==> config.mk <==
export PLATFORM = sky130hd
export DESIGN_NAME = mem_copy_engine
export DESIGN_NICKNAME = d
export VERILOG_FILES = /design/src/rtl/pebble_mem_pkg.sv /design/src/rtl/mem_copy_engine.sv
export SDC_FILE = /design/constraint.sdc
export NUM_CORES = 1
export LEC_CHECK = 0
export ABC_CLOCK_PERIOD_IN_PS = 1900
export BUFFER_PORTS_ARGS = -buffer_cell sky130_fd_sc_hd__buf_2
export CAP_MARGIN = 30
export CORE_ASPECT_RATIO = 1.5
export CORE_MARGIN = 2
export CORE_UTILIZATION = 35
export CTS_CLUSTER_SIZE = 8
export DETAILED_ROUTE_END_ITERATION = 12
export PLACE_DENSITY = 0.63
export SYNTH_ARGS = -nofsm -noshare
export SYNTH_HDL_FRONTEND = slang
export SYNTH_SLANG_ARGS = --single-unit
==> constraint.sdc <==
create_clock -name clk -period 1.9 [get_ports clk]
set_input_delay 0.095 -clock clk [delete_from_list [all_inputs] [get_ports clk]]
set_output_delay 0.095 -clock clk [all_outputs]
set_load 0.05 [all_outputs]
==> src/rtl/pebble_mem_pkg.sv <==
// Shared definitions for the pebble data-memory initiators.
// Holds the default bus widths and the copy engine's state encoding.
package pebble_mem_pkg;

  localparam int ADDR_W_DEFAULT = 8;
  localparam int DATA_W_DEFAULT = 8;

  typedef enum logic [1:0] {
    IDLE  = 2'd0,
    READ  = 2'd1,
    WRITE = 2'd2,
    DONE  = 2'd3
  } copy_state_t;

endpackage

==> src/rtl/mem_copy_engine.sv <==
// mem_copy_engine: DMA-style initiator that copies Len bytes from SrcAddr to
// DstAddr over the single-cycle data memory port, one READ and one WRITE
// cycle per byte, strictly forward. Optional macro MEM_COPY_CHECKSUM_EN adds
// a Checksum port holding the XOR of every byte read during the copy.
module mem_copy_engine
  import pebble_mem_pkg::*;
#(
  parameter int ADDR_W = ADDR_W_DEFAULT,
  parameter int DATA_W = DATA_W_DEFAULT
) (
  input  logic              clk,
  input  logic              rst_n,
  input  logic              Start,
  input  logic [ADDR_W-1:0] SrcAddr,
  input  logic [ADDR_W-1:0] DstAddr,
  input  logic [ADDR_W-1:0] Len,
  output logic              Busy,
  output logic              Done,
  output logic [ADDR_W-1:0] DataAddress,
  output logic              ReadMem,
  output logic              WriteMem,
  output logic [DATA_W-1:0] WrData,
  input  logic [DATA_W-1:0] RdData
`ifdef MEM_COPY_CHECKSUM_EN
  ,
  output logic [DATA_W-1:0] Checksum
`endif
);

  localparam logic [ADDR_W-1:0] ONE = ADDR_W'(1);

  copy_state_t       state, next_state;
  logic [ADDR_W-1:0] src_ptr, dst_ptr, count;
  logic [DATA_W-1:0] data_buf;
  logic              accept;

  // A request is taken only from IDLE; a zero-length request still counts as
  // accepted so it produces its Done pulse and clears the checksum.
  assign accept = (state == IDLE) && Start;

  // State register; reset lands in IDLE so strobes drop immediately.
  always_ff @(posedge clk or negedge rst_n) begin
    if (!rst_n) state <= IDLE;
    else        state <= next_state;
  end

  // Next-state and output decode purely from registered state and datapath.
  always_comb begin
    next_state  = state;
    Busy        = 1'b0;
    Done        = 1'b0;
    ReadMem     = 1'b0;
    WriteMem    = 1'b0;
    DataAddress = '0;
    WrData      = '0;
    unique case (state)
      IDLE: begin
        if (Start) next_state = (Len != '0) ? READ : DONE;
      end
      READ: begin
        Busy        = 1'b1;
        ReadMem     = 1'b1;
        DataAddress = src_ptr;
        next_state  = WRITE;
      end
      WRITE: begin
        Busy        = 1'b1;
        WriteMem    = 1'b1;
        DataAddress = dst_ptr;
        WrData      = data_buf;
        next_state  = (count != ONE) ? READ : DONE;
      end
      DONE: begin
        Done       = 1'b1;
        next_state = IDLE;
      end
      default: next_state = IDLE;
    endcase
  end

  // Pointers, remaining count and the byte in flight between READ and WRITE.
  always_ff @(posedge clk or negedge rst_n) begin
    if (!rst_n) begin
      src_ptr  <= '0;
      dst_ptr  <= '0;
      count    <= '0;
      data_buf <= '0;
    end else begin
      if (accept) begin
        src_ptr <= SrcAddr;
        dst_ptr <= DstAddr;
        count   <= Len;
      end
      if (state == READ) data_buf <= RdData;
      if (state == WRITE) begin
        src_ptr <= src_ptr + ONE;
        dst_ptr <= dst_ptr + ONE;
        count   <= count - ONE;
      end
    end
  end

`ifdef MEM_COPY_CHECKSUM_EN
  // Running XOR of every byte read; cleared on accept, held after the copy.
  always_ff @(posedge clk or negedge rst_n) begin
    if (!rst_n)              Checksum <= '0;
    else if (accept)         Checksum <= '0;
    else if (state == READ)  Checksum <= Checksum ^ RdData;
  end
`endif

endmodule

==> impl_metrics.prom, run 1 <==
# TYPE chip_impl_metric gauge
chip_impl_info{name="status",value="finished, final reports clean"} 1
chip_impl_metric{name="max_clock_freq",unit="MHz"} 552.0
chip_impl_info{name="crit_top_cell",value="sky130_fd_sc_hd__buf_4"} 1
chip_impl_metric{name="critical-path-max-stage-delay",unit="ns"} 0.44
chip_impl_metric{name="grt.total_usage",unit=""} 0.1667
chip_impl_metric{name="fillCellCount",unit=""} 614
chip_impl_metric{name="cts_post_setup_buffers_inserted",unit=""} 0
chip_impl_metric{name="syn_nets",unit=""} 268
chip_impl_metric{name="grt_antenna_before_repair",unit=""} 0
chip_impl_metric{name="initialDrtViolationCount",unit=""} 73
chip_impl_metric{name="cellLeakagePower",unit="nW"} 1.279
chip_impl_metric{name="stdcell_count",unit=""} 356
chip_impl_metric{name="cts.sink_count",unit=""} 34
chip_impl_metric{name="std_cell_rows",unit=""} 35
chip_impl_metric{name="setup_slack_of_the_critical_path_after_layout",unit="ns"} 0.08830
chip_impl_metric{name="power_density",unit="nW/um2"} 1977
chip_impl_info{name="setup.worst_path.class",value="reg2out"} 1
chip_impl_info{name="hold_class",value="in2reg"} 1
chip_impl_metric{name="synth_warn",unit=""} 0
chip_impl_metric{name="routed_wl",unit="um"} 5385
chip_impl_metric{name="maxSlewHeadroom",unit=""} 0.4722
chip_impl_metric{name="antenna_cells_inserted",unit=""} 0
chip_impl_metric{name="final.hold.worst_slack",unit="ns"} 0.03102
chip_impl_metric{name="timing.final.crit_share",unit=""} 0.9535
chip_impl_metric{name="cp_data_required_time",unit="ns"} 1.80
chip_impl_metric{name="fp.dieArea",unit="um2"} 6812
chip_impl_metric{name="drt_pre_antenna_iters",unit=""} 4
chip_impl_metric{name="place_hpwl",unit="um"} 3930
chip_impl_metric{name="avgRoutedWirePerCell",unit="um"} 15.13
chip_impl_info{name="cts.root.buffer_cell",value="sky130_fd_sc_hd__clkbuf_8"} 1
chip_impl_metric{name="ys_async_sr_fraction",unit=""} 1.000
chip_impl_metric{name="finalPower",unit="mW"} 5.433
chip_impl_metric{name="cts.reportedPaths.clkPinSlew",unit="ns"} 0.07
chip_impl_metric{name="timing_worst_slew_pin_value",unit="ns"} 0.7917
chip_impl_metric{name="synth.lib_cells_used.distinct",unit=""} 37
chip_impl_info{name="synth_most_common_cell",value="sky130_fd_sc_hd__dfrtp_1"} 1
chip_impl_metric{name="finalSetupViolations",unit=""} 0
chip_impl_metric{name="design.core.area",unit="um2"} 6043
chip_impl_metric{name="fin_skew",unit="ns"} 0.007857
chip_impl_metric{name="timing_hold_violations_final",unit=""} 0
chip_impl_metric{name="synth_area_per_cell",unit="um2"} 9.619
chip_impl_info{name="path_cells",value="inv_2 > ha_4 > buf_4 > a22oi_1 > nor2b_2 > buf_4"} 1
chip_impl_info{name="cts_tree",value="built"} 1
chip_impl_metric{name="final_cell_area",unit="um2"} 2749
chip_impl_metric{name="ctsLongestPathBuffers",unit=""} 2
chip_impl_metric{name="place.gp.congestion",unit=""} 0.8108
chip_impl_metric{name="route.detailed.vias_per_inst",unit=""} 5.253
chip_impl_metric{name="route.detailed.drc",unit=""} 0
chip_impl_metric{name="timing_max_transition_violations_final",unit=""} 0
chip_impl_info{name="worst_setup_path_end_kind",value="primary output"} 1
chip_impl_metric{name="max-vdd-ir-drop",unit="mV"} 0.5067
chip_impl_metric{name="layout.nets",unit=""} 325
chip_impl_metric{name="cp_num_buf_inv",unit=""} 3
chip_impl_metric{name="initial_util",unit=""} 0.3565
chip_impl_metric{name="h-tree-depth",unit=""} 2
chip_impl_metric{name="floorplan.io_pins",unit=""} 55
chip_impl_metric{name="grt_pass1_wl",unit="um"} 8694
chip_impl_metric{name="globalRouteOverflowTotal",unit=""} 0
chip_impl_info{name="post_synth_main_area_contributors",value="sky130_fd_sc_hd__dfrtp_1 39%, sky130_fd_sc_hd__a211oi_1 6.6%, sky130_fd_sc_hd__and3_1 6.1%, sky130_fd_sc_hd__ha_1 5.2%, sky130_fd_sc_hd__a21oi_1 4.6%"} 1
chip_impl_metric{name="maximum_number_of_pins_on_one_net_before_global_route_repair",unit=""} 35
chip_impl_metric{name="setup-tns-final",unit="ns"} 0
chip_impl_metric{name="dpl_cell_area",unit="um2"} 2589
chip_impl_info{name="netlist_top_cells_count",value="34 x sky130_fd_sc_hd__dfrtp_1, 21 x sky130_fd_sc_hd__and3_1, 20 x sky130_fd_sc_hd__a21oi_1, 19 x sky130_fd_sc_hd__a211oi_1, 13 x sky130_fd_sc_hd__clkbuf_1"} 1
chip_impl_metric{name="route.antenna.remaining_nets",unit=""} 0
chip_impl_info{name="category_of_cells_accounting_for_the_largest_share_of_critical_path_delay",value="buffers and inverters"} 1
chip_impl_metric{name="dieHeight",unit="um"} 100.1
chip_impl_metric{name="place_ws",unit="ns"} 0.1938
chip_impl_info{name="cell_with_the_largest_stage_delay_on_the_worst_path",value="sky130_fd_sc_hd__dfrtp_1"} 1
chip_impl_metric{name="dp.cells",unit=""} 347
chip_impl_metric{name="area.growth.synth_to_final",unit="%"} 27.58
chip_impl_metric{name="vias",unit=""} 1870
chip_impl_metric{name="seq_area_frac_synth",unit=""} 0.3949
chip_impl_metric{name="number_of_global_route_vias_before_repair",unit=""} 1855
chip_impl_metric{name="clock_network_latency_to_the_later_pin_of_the_worst_skew_pair",unit="ns"} 0.29
chip_impl_metric{name="tritoncts.num_buffers",unit=""} 5
chip_impl_metric{name="postLayoutCoreUtil",unit=""} 0.4549
chip_impl_metric{name="placement.io_buffers",unit=""} 54
chip_impl_info{name="critical_path.startpoint_type",value="flop"} 1
chip_impl_info{name="post-synth-top-area-cell",value="sky130_fd_sc_hd__dfrtp_1"} 1
chip_impl_metric{name="cp_data_arrival_time",unit="ns"} 1.72
chip_impl_info{name="ys.flop_type",value="sky130_fd_sc_hd__dfrtp_1"} 1
chip_impl_metric{name="path_max_fanout",unit=""} 13
chip_impl_metric{name="synth_area",unit="um2"} 2155
chip_impl_metric{name="dieWidth",unit="um"} 68.06
chip_impl_metric{name="netlist_instances",unit=""} 224
chip_impl_metric{name="yosys_register_bits",unit=""} 34
chip_impl_metric{name="synth_edf_count",unit=""} 0
chip_impl_metric{name="max_cap_viol_count",unit=""} 0
chip_impl_metric{name="netlist.area_leader.share",unit=""} 0.3949
chip_impl_metric{name="drive_gt1_frac",unit=""} 0.3404
chip_impl_metric{name="finalWorstPathRequiredPeriod",unit="ns"} 1.812
## layout by cell type, fill, tap and decap left out, types with 2 or more instances in the layout
cell / count
sky130_fd_sc_hd__o21ai_1: 4
sky130_fd_sc_hd__clkbuf_8: 8
sky130_fd_sc_hd__or4_1: 4
sky130_fd_sc_hd__mux2_1: 8
sky130_fd_sc_hd__dfrtp_1: 34
sky130_fd_sc_hd__o21ai_0: 2
sky130_fd_sc_hd__and2_2: 7
sky130_fd_sc_hd__nand3_1: 6
sky130_fd_sc_hd__xor2_1: 6
sky130_fd_sc_hd__ha_4: 2
sky130_fd_sc_hd__a21oi_1: 20
sky130_fd_sc_hd__a22oi_1: 9
sky130_fd_sc_hd__nor2b_2: 7
sky130_fd_sc_hd__ha_1: 6
sky130_fd_sc_hd__buf_2: 47
sky130_fd_sc_hd__and3_1: 21
sky130_fd_sc_hd__a211oi_1: 19
sky130_fd_sc_hd__nand4_1: 3
sky130_fd_sc_hd__xnor2_1: 11
sky130_fd_sc_hd__inv_1: 5
sky130_fd_sc_hd__nand2_1: 6
sky130_fd_sc_hd__buf_4: 15
sky130_fd_sc_hd__mux2i_1: 5
sky130_fd_sc_hd__nor2_1: 5
## sequential cells by signal (all words and copies together) (netlist names)
name	count
state	2
dst_ptr	8
count	8
data_buf	8
src_ptr	8
## power by group
part	switching [mW]	internal [mW]	total (mW)	leakage (nW)
combinational	1.91	1.32	3.23	0.826
clock	0.262	0.366	0.628	0.0575
sequential	0.462	1.11	1.57	0.396
## worst paths after layout
kind	start	endpoint	slack, ns	cells after the start
setup reg to reg	state[1]	dst_ptr[7]	0.16	6
max in group asynchronous	rst_n	data_buf[5]	0.97	2
hold / removal	RdData[6]	data_buf[6]	0.03	2
setup / recovery	state[0]	DataAddress[4]	0.09	6
min in group asynchronous	rst_n	src_ptr[0]	0.42	2
hold reg to reg	data_buf[1]	data_buf[1]	0.49	1
## final cells by class
type / instances / area [um2] / share of cell area
multi-input combinational: 169 / 1287 / 0.4684
sequential: 34 / 850.8 / 0.3095
timing repair buffer: 65 / 385.4 / 0.1402
clock buffer: 8 / 110.1 / 0.04005
tap: 74 / 92.59 / 0.03368
inverter: 6 / 22.52 / 0.008193
## cells by family after synthesis
| family | count (synthesis) | synth area share |
|---|---|---|
| xor gates and xnor gates | 17 | 0.06910 |
| and+or+nand+nor | 71 | 0.2056 |
| adders and majority gates | 9 | 0.05227 |
| AOI/OAI and AO/OA | 59 | 0.1760 |
| DFF | 34 | 0.3949 |
| buffers and inverters | 21 | 0.03716 |
| muxes | 13 | 0.06504 |
## worst register-to-register path, cell delays in order (launching register included)
cell	delay (ns)
sky130_fd_sc_hd__dfrtp_1	0.44
sky130_fd_sc_hd__inv_1	0.19
sky130_fd_sc_hd__ha_2	0.24
sky130_fd_sc_hd__nand2_1	0.11
sky130_fd_sc_hd__or4_1	0.52
sky130_fd_sc_hd__o221ai_1	0.09
sky130_fd_sc_hd__a21o_1	0.10
## metal layers
| layer | GRT usage | vias to the layer above | share of wire | routed length [um] |
|---|---|---|---|---|
| met5 | 0 | - | 0 | 0 |
| met4 | 0.07385 | 0 | 0.028 | 152 |
| met3 | 0.02354 | 10 | 0.044 | 236 |
| met2 | 0.2823 | 47 | 0.51 | 2742 |
| met1 | 0.2045 | 880 | 0.42 | 2253 |
| li1 | - | 933 | - | - |
## timing repair
action                                  4_1_cts  5_1_grt
endpoints found under the hold margin        34        0
endpoints found under the setup margin        7       11
gates resized for setup                       9        2
hold buffers                                  1        0
(Power assumes the default switching activity.)
==> inputs of run 2 (changes only) <==
Settings changed: ABC_AREA set to 1, PLACE_DENSITY 0.63 to 0.62, SKIP_LAST_GASP set to 1.
==> run 2 against run 1 <==
Compared with the run above:
- synthesized cell count rose by 54%
- critical path depth did not move
- hold slack got worse by 0.021 ns
- first-iteration DRC count rose by 30%
- cell count rose by 35%
- die area rose by 5.4%
- utilization fell by 0.49 points
- power fell by 0.94%
- clock skew fell by 0.0061 ns
- non-clock buffer count fell by 1
- sequential share of layout area fell by 1.4 points
- highest routed layer unchanged
==> impl_metrics.prom, run 2 <==
# TYPE chip_impl_metric gauge
chip_impl_metric{name="power_report.internal_total",unit="mW"} 2.608
chip_impl_metric{name="antenna_cells_inserted",unit=""} 0
chip_impl_metric{name="synth_area",unit="um2"} 2276
chip_impl_metric{name="h-tree-depth",unit=""} 2
chip_impl_metric{name="drt_pre_antenna_iters",unit=""} 4
chip_impl_metric{name="postLayoutCoreUtil",unit=""} 0.4499
chip_impl_metric{name="initial_util",unit=""} 0.3558
chip_impl_metric{name="route.detailed.drc",unit=""} 0
chip_impl_metric{name="floorplan.io_pins",unit=""} 55
chip_impl_info{name="startpoint",value="state[0]"} 1
chip_impl_metric{name="dieHeight",unit="um"} 102.8
chip_impl_metric{name="finalPower",unit="mW"} 5.382
chip_impl_metric{name="initialDrtViolationCount",unit=""} 95
chip_impl_metric{name="power_frac_seq",unit=""} 0.272
chip_impl_metric{name="cts_post_setup_buffers_inserted",unit=""} 0
chip_impl_info{name="post-synth-top-area-cell",value="sky130_fd_sc_hd__dfrtp_1"} 1
chip_impl_metric{name="stdcell_count",unit=""} 481
chip_impl_metric{name="number_of_global_route_vias_before_repair",unit=""} 2126
chip_impl_info{name="layout_commonest_cell",value="sky130_fd_sc_hd__nand2_1"} 1
chip_impl_metric{name="cp_data_arrival_time",unit="ns"} 1.71
chip_impl_metric{name="grt.met1_usage",unit=""} 0.1913
chip_impl_info{name="worstReg2RegStart",value="state[0]"} 1
chip_impl_metric{name="timing.final.crit_share",unit=""} 0.9525
chip_impl_metric{name="power_density",unit="nW/um2"} 1870
chip_impl_metric{name="place_ws",unit="ns"} 0.2536
chip_impl_info{name="layout.cells.most_common_list",value="143 x sky130_fd_sc_hd__nand2_1, 47 x sky130_fd_sc_hd__buf_2, 41 x sky130_fd_sc_hd__inv_1, 34 x sky130_fd_sc_hd__dfrtp_1, 28 x sky130_fd_sc_hd__nand3_1"} 1
chip_impl_metric{name="place.gp.congestion",unit=""} 0.8122
chip_impl_metric{name="synth_area_per_cell",unit="um2"} 6.616
chip_impl_info{name="cell_with_the_largest_stage_delay_on_the_worst_path",value="sky130_fd_sc_hd__dfrtp_1"} 1
chip_impl_metric{name="timing_worst_slew_pin_value",unit="ns"} 0.7698
chip_impl_metric{name="path_max_fanout",unit=""} 25
chip_impl_metric{name="netlist.area_leader.share",unit=""} 0.3738
chip_impl_metric{name="vias",unit=""} 2321
chip_impl_metric{name="route.detailed.vias_per_inst",unit=""} 4.825
chip_impl_metric{name="place_hpwl",unit="um"} 4487
chip_impl_metric{name="route.antenna.remaining_nets",unit=""} 0
chip_impl_metric{name="routed_wl",unit="um"} 5906
chip_impl_metric{name="grt_antenna_before_repair",unit=""} 0
chip_impl_metric{name="drive_gt1_frac",unit=""} 0.2173
chip_impl_metric{name="dieWidth",unit="um"} 69.84
chip_impl_info{name="ys.flop_type",value="sky130_fd_sc_hd__dfrtp_1"} 1
chip_impl_metric{name="final_cell_area",unit="um2"} 2878
chip_impl_info{name="critical_path.startpoint_type",value="flop"} 1
chip_impl_metric{name="timing_hold_violations_final",unit=""} 0
chip_impl_metric{name="grt_pass1_wl",unit="um"} 9763
chip_impl_metric{name="power.combinational.fraction",unit=""} 0.579
chip_impl_metric{name="switchingPower",unit="mW"} 2.775
chip_impl_info{name="worst_setup_path_end_kind",value="primary output"} 1
chip_impl_metric{name="yosys_register_bits",unit=""} 34
chip_impl_metric{name="placement.io_buffers",unit=""} 54
chip_impl_metric{name="dpl_cell_area",unit="um2"} 2681
chip_impl_metric{name="layout.nets",unit=""} 448
chip_impl_metric{name="cellLeakagePower",unit="nW"} 1.571
chip_impl_metric{name="tritoncts.num_buffers",unit=""} 5
chip_impl_metric{name="synth.lib_cells_used.distinct",unit=""} 25
chip_impl_info{name="netlist_top_cells_count",value="143 x sky130_fd_sc_hd__nand2_1, 41 x sky130_fd_sc_hd__inv_1, 34 x sky130_fd_sc_hd__dfrtp_1, 28 x sky130_fd_sc_hd__nand3_1, 25 x sky130_fd_sc_hd__nor2_1"} 1
chip_impl_info{name="synth_most_common_cell",value="sky130_fd_sc_hd__nand2_1"} 1
chip_impl_info{name="setup.worst_path.class",value="reg2out"} 1
chip_impl_metric{name="finalWorstPathRequiredPeriod",unit="ns"} 1.810
chip_impl_metric{name="ys_async_sr_fraction",unit=""} 1.000
chip_impl_metric{name="avgRoutedWirePerCell",unit="um"} 12.28
chip_impl_metric{name="netlist_instances",unit=""} 344
chip_impl_metric{name="critical-path-max-stage-delay",unit="ns"} 0.41
chip_impl_metric{name="synth_edf_count",unit=""} 0
chip_impl_metric{name="finalSetupViolations",unit=""} 0
chip_impl_info{name="post_synth_main_area_contributors",value="sky130_fd_sc_hd__dfrtp_1 37%, sky130_fd_sc_hd__nand2_1 24%, sky130_fd_sc_hd__inv_1 6.8%, sky130_fd_sc_hd__nand3_1 6.2%, sky130_fd_sc_hd__ha_1 4.9%"} 1
chip_impl_metric{name="fp.dieArea",unit="um2"} 7177
chip_impl_metric{name="global_route.usage.met3",unit=""} 0.03324
chip_impl_info{name="cts_tree",value="built"} 1
chip_impl_metric{name="cts.sink_count",unit=""} 34
chip_impl_metric{name="max_clock_freq",unit="MHz"} 552.6
chip_impl_metric{name="cts.reportedPaths.clkPinSlew",unit="ns"} 0.07
chip_impl_metric{name="ctsLongestPathBuffers",unit=""} 2
chip_impl_info{name="category_of_cells_accounting_for_the_largest_share_of_critical_path_delay",value="buffers and inverters"} 1
chip_impl_metric{name="area.growth.synth_to_final",unit="%"} 26.44
chip_impl_metric{name="synth_warn",unit=""} 0
chip_impl_metric{name="pwr-share-clk",unit=""} 0.149
chip_impl_metric{name="fillCellCount",unit=""} 670
chip_impl_metric{name="grt.total_usage",unit=""} 0.1720
chip_impl_metric{name="setup-tns-final",unit="ns"} 0
chip_impl_metric{name="clock_network_latency_to_the_later_pin_of_the_worst_skew_pair",unit="ns"} 0.29
chip_impl_info{name="hold_class",value="in2reg"} 1
chip_impl_info{name="min_delay_src",value="RdData[4]"} 1
chip_impl_metric{name="met2_usage",unit=""} 0.3289
chip_impl_metric{name="maximum_number_of_pins_on_one_net_before_global_route_repair",unit=""} 35
chip_impl_info{name="status",value="finished, final reports clean"} 1
chip_impl_metric{name="fin_skew",unit="ns"} 0.001739
chip_impl_metric{name="globalRouteOverflowTotal",unit=""} 0
chip_impl_info{name="top_usage_layer",value="met2"} 1
chip_impl_metric{name="max_cap_viol_count",unit=""} 0
chip_impl_info{name="path_cells",value="inv_1 > ha_2 > buf_12 > nand2_1 > a21oi_4 > clkbuf_4"} 1
chip_impl_metric{name="dp.cells",unit=""} 471
chip_impl_metric{name="seq_area_frac_synth",unit=""} 0.3738
chip_impl_metric{name="setup_slack_of_the_critical_path_after_layout",unit="ns"} 0.09031
chip_impl_metric{name="max-vdd-ir-drop",unit="mV"} 0.5414
chip_impl_info{name="cts.root.buffer_cell",value="sky130_fd_sc_hd__clkbuf_8"} 1
chip_impl_metric{name="final.hold.worst_slack",unit="ns"} 0.009732
chip_impl_metric{name="std_cell_rows",unit=""} 36
chip_impl_metric{name="netSwitchingFraction",unit=""} 0.5155
chip_impl_metric{name="cp_data_required_time",unit="ns"} 1.80
chip_impl_metric{name="syn_nets",unit=""} 388
chip_impl_metric{name="timing_max_transition_violations_final",unit=""} 0
chip_impl_metric{name="design.core.area",unit="um2"} 6396
chip_impl_metric{name="maxSlewHeadroom",unit=""} 0.4868
chip_impl_metric{name="cp_num_buf_inv",unit=""} 3
## run 2: cells by family (layout without fill, tap and decap cells)
group	count (synthesis)	count (layout)	synth area share
AOI/OAI and AO/OA	38	38	0.09016
xor gates and xnor gates	1	1	0.003849
adders and majority gates	9	9	0.04948
buffers and inverters	54	115	0.1094
DFF	34	34	0.3738
and+or+nand+nor	208	208	0.3733
## run 2: what timing repair did
action | CTS | global route
hold endpoints to repair | 35 | 0
hold buffers | 2 | 0
gates resized for setup | 5 | 10
endpoints found under the setup margin | 8 | 9
## run 2: worst register-to-register path: cells and delay by family, from the launching register on
family / cells / cell delay, ns
buffers and inverters: 4 / 0.57
flip-flops: 1 / 0.39
adder cells (fa/ha/maj): 1 / 0.23
AND/OR/NAND/NOR: 2 / 0.16
AO/OA/AOI/OAI: 1 / 0.16
## run 2: power by group through the flow
stage / Combinational (mW) / Sequential [mW] / Clock [mW]
finish: 3.12 / 1.46 / 0.804
global route: 3.47 / 1.52 / 0.864
CTS: 3.10 / 1.46 / 0.822
detailed placement: 3.05 / 1.47 / 0
global placement: 3.00 / 1.47 / 0
floorplan: 2.46 / 1.36 / 0
## run 2: area by class of cell
type | instances | area [um2] | share of cell area
Clock buffer | 5 | 68.82 | 0.02391
Sequential cell | 34 | 850.8 | 0.2957
Clock inverter | 3 | 68.82 | 0.02391
Multi-Input combinational cell | 256 | 1249 | 0.4339
Tap cell | 76 | 95.09 | 0.03304
Timing Repair Buffer | 64 | 384.1 | 0.1335
Inverter | 43 | 161.4 | 0.05609
## run 2: layer usage
metal  wire, um  share of wire
met5          0              0
met4         76          0.013
met3        263          0.045
met2       3210           0.54
met1       2356           0.40
## run 2: final timing paths
| path | end | slack (ns) | cells after the start |
|---|---|---|---|
| max in group asynchronous | count[2] | 1.00 | 2 |
| min in group asynchronous | dst_ptr[3] | 0.41 | 2 |
| min | data_buf[4] | 0.01 | 3 |
| min reg2reg | data_buf[2] | 0.47 | 2 |
| max reg2reg | src_ptr[3] | 0.31 | 8 |
| max | DataAddress[6] | 0.09 | 6 |
==> inputs of run 3 (changes only) <==
==> constraint.sdc (replaced) <==
create_clock -name clk -period 1.9 [get_ports clk]
set_input_delay 0 -clock clk [delete_from_list [all_inputs] [get_ports clk]]
set_output_delay 0 -clock clk [all_outputs]
set_load 0.05 [all_outputs]
==> run 3 against run 2 <==
Compared with the run above:
- the run now ends with negative hold slack left
- register-to-register slack got worse by 0.06 ns
- sequential power barely moved
- utilization rose by 1.5 points
- power fell by 1.6%
- maximum frequency rose by 1.6%
- die area did not move
- non-clock buffer count rose by 15
==> impl_metrics.prom, run 3 (synthesized netlist as in run 2, its figures left out) <==
# TYPE chip_impl_metric gauge
chip_impl_info{name="status",value="finished with violations"} 1
chip_impl_info{name="violations",value="negative hold slack"} 1
chip_impl_metric{name="place.gp.congestion",unit=""} 0.8327
chip_impl_metric{name="final_cell_area",unit="um2"} 2973
chip_impl_metric{name="route.detailed.drc",unit=""} 0
chip_impl_metric{name="grt_pass1_wl",unit="um"} 10520
chip_impl_metric{name="timing_worst_slew_pin_value",unit="ns"} 0.8098
chip_impl_metric{name="initial_util",unit=""} 0.3558
chip_impl_metric{name="cp_data_arrival_time",unit="ns"} 1.78
chip_impl_metric{name="fp.dieArea",unit="um2"} 7177
chip_impl_metric{name="pwr-share-clk",unit=""} 0.162
chip_impl_info{name="cts.root.buffer_cell",value="sky130_fd_sc_hd__clkbuf_8"} 1
chip_impl_metric{name="route.detailed.vias_per_inst",unit=""} 4.748
chip_impl_metric{name="place_hpwl",unit="um"} 4560
chip_impl_metric{name="avgRoutedWirePerCell",unit="um"} 12.71
chip_impl_metric{name="power_frac_seq",unit=""} 0.273
chip_impl_info{name="startpoint",value="state[1]"} 1
chip_impl_metric{name="h-tree-depth",unit=""} 2
chip_impl_info{name="setup.worst_path.class",value="reg2out"} 1
chip_impl_metric{name="power_report.internal_total",unit="mW"} 2.576
chip_impl_metric{name="dieHeight",unit="um"} 102.8
chip_impl_metric{name="cts.reportedPaths.clkPinSlew",unit="ns"} 0.08
chip_impl_metric{name="netSwitchingFraction",unit=""} 0.5137
chip_impl_info{name="critical_path.startpoint_type",value="flop"} 1
chip_impl_info{name="min_delay_src",value="SrcAddr[6]"} 1
chip_impl_metric{name="finalSetupViolations",unit=""} 0
chip_impl_metric{name="number_of_global_route_vias_before_repair",unit=""} 2377
chip_impl_info{name="cts_tree",value="built"} 1
chip_impl_metric{name="power.combinational.fraction",unit=""} 0.565
chip_impl_metric{name="finalWorstPathRequiredPeriod",unit="ns"} 1.781
chip_impl_metric{name="timing_hold_violations_final",unit=""} 1
chip_impl_metric{name="switchingPower",unit="mW"} 2.721
chip_impl_metric{name="max-vdd-ir-drop",unit="mV"} 0.6271
chip_impl_metric{name="globalRouteOverflowTotal",unit=""} 0
chip_impl_info{name="hold_class",value="in2reg"} 1
chip_impl_metric{name="dieWidth",unit="um"} 69.84
chip_impl_metric{name="dp.cells",unit=""} 470
chip_impl_metric{name="final.hold.worst_slack",unit="ns"} -0.001422
chip_impl_metric{name="timing.final.crit_share",unit=""} 0.9371
chip_impl_metric{name="stdcell_count",unit=""} 496
chip_impl_metric{name="vias",unit=""} 2355
chip_impl_metric{name="placement.io_buffers",unit=""} 54
chip_impl_metric{name="design.core.area",unit="um2"} 6396
chip_impl_metric{name="ctsLongestPathBuffers",unit=""} 2
chip_impl_metric{name="cp_data_required_time",unit="ns"} 1.90
chip_impl_metric{name="path_max_fanout",unit=""} 10
chip_impl_metric{name="timing_max_transition_violations_final",unit=""} 0
chip_impl_info{name="layout.cells.most_common_list",value="143 x sky130_fd_sc_hd__nand2_1, 49 x sky130_fd_sc_hd__buf_2, 41 x sky130_fd_sc_hd__inv_1, 34 x sky130_fd_sc_hd__dfrtp_1, 28 x sky130_fd_sc_hd__nand3_1"} 1
chip_impl_metric{name="cts_post_setup_buffers_inserted",unit=""} 0
chip_impl_metric{name="route.antenna.remaining_nets",unit=""} 0
chip_impl_metric{name="maxSlewHeadroom",unit=""} 0.4601
chip_impl_info{name="rsz0062_at_grt",value="no"} 1
chip_impl_metric{name="max_cap_viol_count",unit=""} 0
chip_impl_metric{name="std_cell_rows",unit=""} 36
chip_impl_metric{name="area.growth.synth_to_final",unit="%"} 30.62
chip_impl_metric{name="cellLeakagePower",unit="nW"} 1.630
chip_impl_metric{name="layout.nets",unit=""} 463
chip_impl_metric{name="clock_network_latency_to_the_later_pin_of_the_worst_skew_pair",unit="ns"} 0.30
chip_impl_metric{name="grt_antenna_before_repair",unit=""} 0
chip_impl_info{name="worst_setup_path_end_kind",value="primary output"} 1
chip_impl_metric{name="power_density",unit="nW/um2"} 1782
chip_impl_metric{name="grt.total_usage",unit=""} 0.1895
chip_impl_metric{name="fin_skew",unit="ns"} 0.005065
chip_impl_metric{name="dpl_cell_area",unit="um2"} 2625
chip_impl_info{name="worstReg2RegStart",value="state[0]"} 1
chip_impl_metric{name="drive_gt1_frac",unit=""} 0.2000
chip_impl_metric{name="max_clock_freq",unit="MHz"} 561.6
chip_impl_metric{name="maximum_number_of_pins_on_one_net_before_global_route_repair",unit=""} 35
chip_impl_metric{name="antenna_cells_inserted",unit=""} 0
chip_impl_metric{name="drt_pre_antenna_iters",unit=""} 4
chip_impl_metric{name="cts.sink_count",unit=""} 34
chip_impl_metric{name="routed_wl",unit="um"} 6305
chip_impl_metric{name="initialDrtViolationCount",unit=""} 113
chip_impl_metric{name="fillCellCount",unit=""} 678
chip_impl_metric{name="tritoncts.num_buffers",unit=""} 5
chip_impl_metric{name="floorplan.io_pins",unit=""} 55
chip_impl_info{name="layout_commonest_cell",value="sky130_fd_sc_hd__nand2_1"} 1
## run 3: cell types whose count changed in the layout (fill, tap and decap cells not counted), sizes merged
| cell | change |
|---|---|
| dlygate4sd3 | +16 |
| buf | -2 |
| clkbuf | +2 |
| clkinv | -1 |
## run 3: worst max-delay path, stage by stage, from the launching register on
cell	delay [ns]
sky130_fd_sc_hd__dfrtp_1	0.41
sky130_fd_sc_hd__inv_1	0.12
sky130_fd_sc_hd__ha_2	0.29
sky130_fd_sc_hd__buf_4	0.20
sky130_fd_sc_hd__nand2_1	0.07
sky130_fd_sc_hd__a21oi_2	0.13
sky130_fd_sc_hd__buf_2	0.27
## run 3: final cells by class
class                           count  area [um2]  share of cell area
Tap cell                           76       95.09             0.03199
Timing Repair Buffer               79       523.0              0.1759
Clock inverter                      2       60.06             0.02020
Clock buffer                        6       82.58             0.02778
Sequential cell                    34       850.8              0.2862
Inverter                           43       161.4             0.05429
Multi-Input combinational cell    256        1200              0.4036
## run 3: per-stage QoR
stage | total power [mW] | worst slack, ns | setup TNS [ns] | utilization
4_1_cts | 5.300 | 0.02301 | 0 | 0.4615
6_report | 5.298 | 0.1194 | 0 | 0.4648
3_5_place_dp | 4.391 | 0.2578 | 0 | 0.4104
5_1_grt | 5.749 | 0.005791 | 0 | 0.4648
2_1_floorplan | 3.695 | -0.1795 | -0.9847 | -
3_3_place_gp | 4.341 | 0.2904 | 0 | 0.4104
## run 3: final timing paths
kind | slack, ns | cells past startpoint | endpoint
worst max-delay path | 0.12 | 6 | DataAddress[2]
worst min-delay path | -0.001 | 5 | src_ptr[6]
worst max register to register | 0.25 | 7 | count[1]
worst min register to register | 0.47 | 2 | data_buf[1]
max in group asynchronous | 1.06 | 2 | count[7]
min in group asynchronous | 0.32 | 2 | dst_ptr[5]
## run 3: power by group through the flow
stage	sequential (mW)	combinational, mW	clock [mW]
after global routing	1.50	3.35	0.899
after global placement	1.45	2.89	0
final	1.45	2.99	0.857
after floorplan	1.36	2.34	0
after CTS	1.45	2.98	0.877
after detailed placement	1.46	2.93	0
## run 3: what timing repair did
item                                    4_1_cts  5_1_grt
hold buffers                                 18        0
endpoints found under the setup margin        1        8
gates resized for setup                       1       10
endpoints found under the hold margin        51        0
## run 3: metal layers
metal / track usage / wire [um] / vias to the layer above
li1: - / - / 1220
met2: 0.3524 / 3212 / 69
met5: 0 / 0 / -
met4: 0.1243 / 244 / 0
met3: 0.02542 / 241 / 16
met1: 0.1999 / 2605 / 1050
